===== src/rtl/nolan_led_blink_core.sv =====
// nolan_led_blink_core
//   Multi-channel LED blinker on the MMIO slot bus. Each channel has a
//   half-period (in prescaled ticks) and a 2-bit mode: off, on, blink, one-shot.
//   A restart mask realigns any set of channels in one cycle.
//
// Ports
//   clk      system clock
//   reset    synchronous, active-high reset
//   cs       slot select
//   read     read strobe (rd_data is combinational and ignores it)
//   write    write strobe; a write happens on the edge where cs & write
//   addr     register address
//   wr_data  write data
//   rd_data  read data, combinational from addr and register state
//   led_out  registered LED drive, 1 = lit
//
// Register map
//   0..N_LED-1  RW  half-period of channel addr
//   0x10        RW  mode, 2 bits per channel (00 off, 01 on, 10 blink, 11 one-shot)
//   0x11        WO  restart mask
//   0x12        RO  live LED status
module nolan_led_blink_core #(
    parameter int N_LED    = 4,
    parameter int PERIOD_W = 32,
    parameter int PRESCALE = 100000
) (
    input  logic             clk,
    input  logic             reset,
    input  logic             cs,
    input  logic             read,
    input  logic             write,
    input  logic [4:0]       addr,
    input  logic [31:0]      wr_data,
    output logic [31:0]      rd_data,
    output logic [N_LED-1:0] led_out
);

    localparam int              PS_W    = (PRESCALE > 1) ? $clog2(PRESCALE) : 1;
    localparam logic [PS_W-1:0] PS_LAST = PS_W'(PRESCALE - 1);

    localparam logic [4:0] ADDR_MODE    = 5'h10;
    localparam logic [4:0] ADDR_RESTART = 5'h11;
    localparam logic [4:0] ADDR_STATUS  = 5'h12;

    typedef enum logic [1:0] {
        MODE_OFF     = 2'b00,
        MODE_ON      = 2'b01,
        MODE_BLINK   = 2'b10,
        MODE_ONESHOT = 2'b11
    } mode_e;

    logic [PS_W-1:0]     presc_q, presc_d;
    logic                tick;
    logic [PERIOD_W-1:0] period_q [N_LED];
    logic [PERIOD_W-1:0] period_d [N_LED];
    logic [PERIOD_W-1:0] cnt_q    [N_LED];
    logic [PERIOD_W-1:0] cnt_d    [N_LED];
    logic [2*N_LED-1:0]  mode_q, mode_d;
    logic [N_LED-1:0]    phase_q, phase_d;
    logic [N_LED-1:0]    led_q, led_d;

    logic                wr_en, mode_wr, restart_wr;
    logic [N_LED-1:0]    restart, counting, at_end;
    mode_e               cur_mode [N_LED];

    // The read strobe has no side effects and only the low wr_data bits are
    // decoded; fold them here so they are visibly accounted for.
    logic unused_bus;
    assign unused_bus = ^{read, wr_data};

    assign wr_en      = cs & write;
    assign mode_wr    = wr_en && (addr == ADDR_MODE);
    assign restart_wr = wr_en && (addr == ADDR_RESTART);

    // Free-running prescaler; register writes never disturb it.
    always_comb begin
        tick    = (presc_q == PS_LAST);
        presc_d = tick ? '0 : presc_q + PS_W'(1);
    end

    // NOTE: every output of this block is assigned a default before any
    // condition, so no path leaves a variable unassigned and no latch appears.
    always_comb begin
        mode_d = mode_q;
        if (mode_wr) begin
            mode_d = wr_data[2*N_LED-1:0];
        end

        for (int i = 0; i < N_LED; i++) begin
            period_d[i] = period_q[i];
            cnt_d[i]    = cnt_q[i];
            phase_d[i]  = phase_q[i];
            cur_mode[i] = mode_e'(mode_q[2*i +: 2]);

            if (wr_en && (addr == 5'(i))) begin
                period_d[i] = wr_data[PERIOD_W-1:0];
            end

            // A period write also covers shrinking P below the live count:
            // the counter restarts instead of wrapping through 2^PERIOD_W.
            restart[i] = (wr_en && (addr == 5'(i)))
                      || (restart_wr && wr_data[i])
                      || (mode_wr && (cur_mode[i] != MODE_ONESHOT)
                                  && (mode_e'(wr_data[2*i +: 2]) == MODE_ONESHOT));

            counting[i] = ((cur_mode[i] == MODE_BLINK) || (cur_mode[i] == MODE_ONESHOT))
                       && (period_q[i] != '0);
            at_end[i]   = (cnt_q[i] == period_q[i] - PERIOD_W'(1));

            // Restart has priority over a coincident end-of-half event.
            if (restart[i]) begin
                cnt_d[i]   = '0;
                phase_d[i] = 1'b1;
            end else if (period_q[i] == '0) begin
                cnt_d[i] = '0;
            end else if (counting[i] && tick) begin
                if (at_end[i]) begin
                    cnt_d[i] = '0;
                    if (cur_mode[i] == MODE_BLINK) begin
                        phase_d[i] = ~phase_q[i];
                    end else begin
                        phase_d[i] = 1'b0;
                        // A bus write to the mode register in this cycle wins.
                        if (!mode_wr) begin
                            mode_d[2*i +: 2] = MODE_OFF;
                        end
                    end
                end else begin
                    cnt_d[i] = cnt_q[i] + PERIOD_W'(1);
                end
            end

            unique case (cur_mode[i])
                MODE_OFF: led_d[i] = 1'b0;
                MODE_ON:  led_d[i] = 1'b1;
                default:  led_d[i] = phase_q[i] && (period_q[i] != '0);
            endcase
        end
    end

    always_comb begin
        rd_data = '0;
        for (int i = 0; i < N_LED; i++) begin
            if (addr == 5'(i)) begin
                rd_data = 32'(period_q[i]);
            end
        end
        if (addr == ADDR_MODE) begin
            rd_data = 32'(mode_q);
        end else if (addr == ADDR_STATUS) begin
            rd_data = 32'(led_q);
        end
    end

    // NOTE: state registers use non-blocking assignments so every flop samples
    // the pre-edge values of the others, independent of statement order.
    always_ff @(posedge clk) begin
        if (reset) begin
            presc_q <= '0;
            mode_q  <= '0;
            phase_q <= '0;
            led_q   <= '0;
            // NOTE: the period and counter arrays are small flop banks, not RAM,
            // so they are reset explicitly along with the rest of the state.
            for (int i = 0; i < N_LED; i++) begin
                period_q[i] <= '0;
                cnt_q[i]    <= '0;
            end
        end else begin
            presc_q <= presc_d;
            mode_q  <= mode_d;
            phase_q <= phase_d;
            led_q   <= led_d;
            for (int i = 0; i < N_LED; i++) begin
                period_q[i] <= period_d[i];
                cnt_q[i]    <= cnt_d[i];
            end
        end
    end

    assign led_out = led_q;

endmodule


===== config.mk =====
export PLATFORM = sky130hd
export DESIGN_NAME = nolan_led_blink_core
export DESIGN_NICKNAME = d
export VERILOG_FILES = /design/src/rtl/nolan_led_blink_core.sv
export SDC_FILE = /design/constraint.sdc
export NUM_CORES = 1
export LEC_CHECK = 0
export BUFFER_PORTS_ARGS = -buffer_cell sky130_fd_sc_hd__buf_2
export CORE_ASPECT_RATIO = 1.1
export CORE_MARGIN = 4
export CORE_UTILIZATION = 57
export CTS_CLUSTER_DIAMETER = 80
export CTS_CLUSTER_SIZE = 16
export DETAILED_ROUTE_END_ITERATION = 6
export GPL_ROUTABILITY_DRIVEN = 0
export HOLD_SLACK_MARGIN = 0.12
export PLACE_DENSITY = 0.78
export SYNTH_ARGS = -nofsm -noshare
export SYNTH_HDL_FRONTEND = slang
export SYNTH_SLANG_ARGS = --single-unit

===== constraint.sdc =====
create_clock -name clk -period 3.75 [get_ports clk]
set_clock_uncertainty 0.1 [all_clocks]
set_input_delay 0.1875 -clock clk [delete_from_list [all_inputs] [get_ports clk]]
set_output_delay 0.1875 -clock clk [all_outputs]
set_load 0.01 [all_outputs]

==> flow_metrics.env <==
export IMPL_grt_max_degree=58
export IMPL_rr_endpoint="cnt_q[3][8]"
export IMPL_cts_tree="built"
export IMPL_synth_edff_count=0
export IMPL_dieArea_sq_mm=0.0332
export IMPL_numCtsBuffers=22
export IMPL_yosysWarnings=0
export IMPL_rsz0062_at_grt="false"
export IMPL_cts_htree_levels=1
export IMPL_power_density_mw_per_mm2=297
export IMPL_crit_arrival_ps=3970
export IMPL_diodes=0
export IMPL_path_cells="inv_1 -> ha_1 -> or4b_1 -> nand2b_4 -> or3_1 -> xnor2_1 -> nor4_1 -> nand4_1 -> or4_4 -> nand4_4 -> clkbuf_16 -> nor2_1"
export IMPL_detailed_place_hpwl_microns=42300
export IMPL_root_buffer="clkbuf_16"
export IMPL_power_mw=5.75
export IMPL_vias=17700
export IMPL_yosysMostFrequentCell="nand2_1"
export IMPL_synth_seq_cells=289
export IMPL_fin_tns_setup_ps=0
export IMPL_slew_limit_headroom=0.442
export IMPL_grt_pass1_vias=16800
export IMPL_dpl_cell_area_sq_mm=0.0183
export IMPL_min_period_over_period=0.971
export IMPL_track_usage=0.331
export IMPL_place_inst=2716
export IMPL_status="complete, but fails checks"
export IMPL_worstPathMaxFanout=15
export IMPL_maxCapViolations=0
export IMPL_synth_nets=2374
export IMPL_hold_class="in -> reg"
export IMPL_fin_cells=2781
export IMPL_clock_latency_ps=540
export IMPL_seq_area_frac_synth=0.334
export IMPL_crit_end="cnt_q[3][8]"
export IMPL_areaGrowthSynthToFinish_pct=11.9
export IMPL_endpoint_kind="flop"
export IMPL_io_buffers=76
export IMPL_clk_pin_slew_worst_paths_ps=70
export IMPL_critPathKind="reg -> reg"
export IMPL_violations="DRC"
export IMPL_placementRows=66
export IMPL_antenna_found_initial=1
export IMPL_synth_ff_type="dfxtp_1"
export IMPL_cts_sinks=289
export IMPL_cp_required_ps=4070
export IMPL_synth_cell_type_count=83
export IMPL_hold_viol_final=0
export IMPL_cp_slowest_stage_delay_ps=630
export IMPL_fin_crit_ps=3640
export IMPL_pin_count=78
export IMPL_setup_violations=0
export IMPL_dr_pass1_iters=7
export IMPL_fillers=2558
export IMPL_r2r_start="period_q[3][0]"
export IMPL_start_util=0.583
export IMPL_core_area_sq_mm=0.0297
export IMPL_drc=7
export IMPL_syn_area_sq_mm=0.0173
export IMPL_p_leak_nw=7.14
export IMPL_avgSynthCellArea_sq_um=7.45
export IMPL_cts_max_path_buffers=3
export IMPL_finalMaxSlewViolations=0
export IMPL_post_route_util=0.652
export IMPL_grt_pass1_wl_microns=90100
export IMPL_syn_instance_count=2323
export IMPL_grt_overflow=0
export IMPL_startpoint="period_q[3][0]"
export IMPL_nNetsFinal=2455
export IMPL_drt_iter0_markers=2062
export IMPL_drtAntennaViolNets=0
export IMPL_die_h_microns=191
export IMPL_drive_above_1_share=0.0985
export IMPL_irDropWorstVdd_mv=0.321
export IMPL_via_per_inst=6.36
export IMPL_design_area_sq_mm=0.0194
export IMPL_wl_per_cell_microns=20.4
export IMPL_worstMarginPinSlew_ps=829
export IMPL_yosysTopAreaCellShare=0.334
export IMPL_startpoint_type="flop"
export IMPL_synthArstFlopShare=0
export IMPL_wl_microns=56800
export IMPL_synthTopCellsByArea="dfxtp_1 (33%), nand2_1 (8.8%), xnor2_1 (8.7%), xor2_1 (6.2%), nor2_1 (5.8%)"
export IMPL_critPathSlowestCell="or4_4"
export IMPL_dieWidth_microns=174
export IMPL_r2r_cells=12
export IMPL_synth_largest_area_cell="dfxtp_1"
export IMPL_synthTopCellsByCount="nand2_1 (405), dfxtp_1 (289), nor2_1 (266)"
export IMPL_r2r_slack_ps=110
export IMPL_fmax_ghz=0.275
## per-layer routing
metal,global-route usage,vias to the layer above,part of all wire
li1,-,8208,-
met3,0.0522,267,0.097
met4,0.184,0,0.070
met2,0.545,1021,0.45
met1,0.415,8205,0.38
met5,0,-,0
## registers in the layout (all words and copies together) (netlist names)
name and cells:
mode_q 8, phase_q 4, period_q 128, led_out 4, cnt_q 128, presc_q 17
## cells in the final DEF, fill, tap and decap left out, types with 5 or more instances in the layout
cell           instances
nand2_1              405
or4_1                 21
nor3_2                 5
nor4_1                45
nor4_2                 9
xnor2_1              173
a21oi_1              167
o22ai_1                5
inv_1                 45
a211oi_1               5
nand2b_1              18
a221oi_1               7
o21ai_0               27
mux2i_1               16
or3_1                 32
nor2_1               264
nand4_1               57
a31oi_1               18
nor3_1                77
or2_1                  6
and2_1                11
o31ai_1                6
buf_2                 75
nor3b_1                7
nand3b_1              11
a22oi_1               59
ha_1                   9
and4_1                12
nor4b_1               10
clkbuf_16             24
and3_1                33
buf_4                 88
o211ai_1               9
dlygate4sd3_1         35
nor2b_1                7
nand3_1               92
or2_2                  8
xor2_1               123
dfxtp_1              288
## how the worst min path moves through the flow
stage,from,cells past startpoint,endpoint
finish,cs,5,mode_q[7]
global route,cs,4,mode_q[0]
CTS,cs,5,mode_q[7]
detailed placement,presc_q[0],1,presc_q[0]
global placement,presc_q[0],1,presc_q[0]
floorplan,wr_data[7],2,mode_q[7]
## through the flow
stage	setup slack, ps	hold slack (ps)
CTS	43.8	131
floorplan	161	194
global route	4.05	205
finish	108	180
detailed placement	60.8	345
global placement	88.5	327
## kinds of logic after synthesis
logic type / count (synthesis) / synth area share
adders and majority gates: 9 / 0.00650
DFF: 289 / 0.334
and+or+nand+nor: 1155 / 0.322
muxes: 22 / 0.0131
AOI/OAI and AO/OA: 360 / 0.130
xor gates and xnor gates: 296 / 0.150
buffers and inverters: 192 / 0.0446
## power breakdown
part           internal (mW)  switching (mW)
registers               3.08          0.0205
logic                  0.164           0.267
clock network           1.11            1.11
total                   4.35            1.40
## worst max-delay path: cells and delay by family, from the launching register on
| kind | cells | cell delay (ps) |
|---|---|---|
| XOR/XNOR | 1 | 130 |
| buffers and inverters | 2 | 250 |
| AND/OR/NAND/NOR | 8 | 2530 |
| adder cells (fa/ha/maj) | 1 | 150 |
| flip-flops | 1 | 360 |
## timing repair
| item | CTS | global route |
|---|---|---|
| endpoints found under the hold margin | 142 | 0 |
| setup endpoints to repair | 0 | 78 |
| gates resized for setup | 0 | 8 |
| buffers inserted | 0 | 2 |
| hold buffers | 35 | 0 |
## layout make-up
type                    count  area (sq um)  area share
repair buffers            203          1490      0.0770
clock inverters             3          20.0     0.00103
inverters                  46           173     0.00891
flip-flops and latches    289          5790       0.299
clock buffers              24           589      0.0304
well taps                 374           468      0.0242
multi-input cells        1842         10800       0.560
No activity file was read; power rests on OpenSTA's default activity.
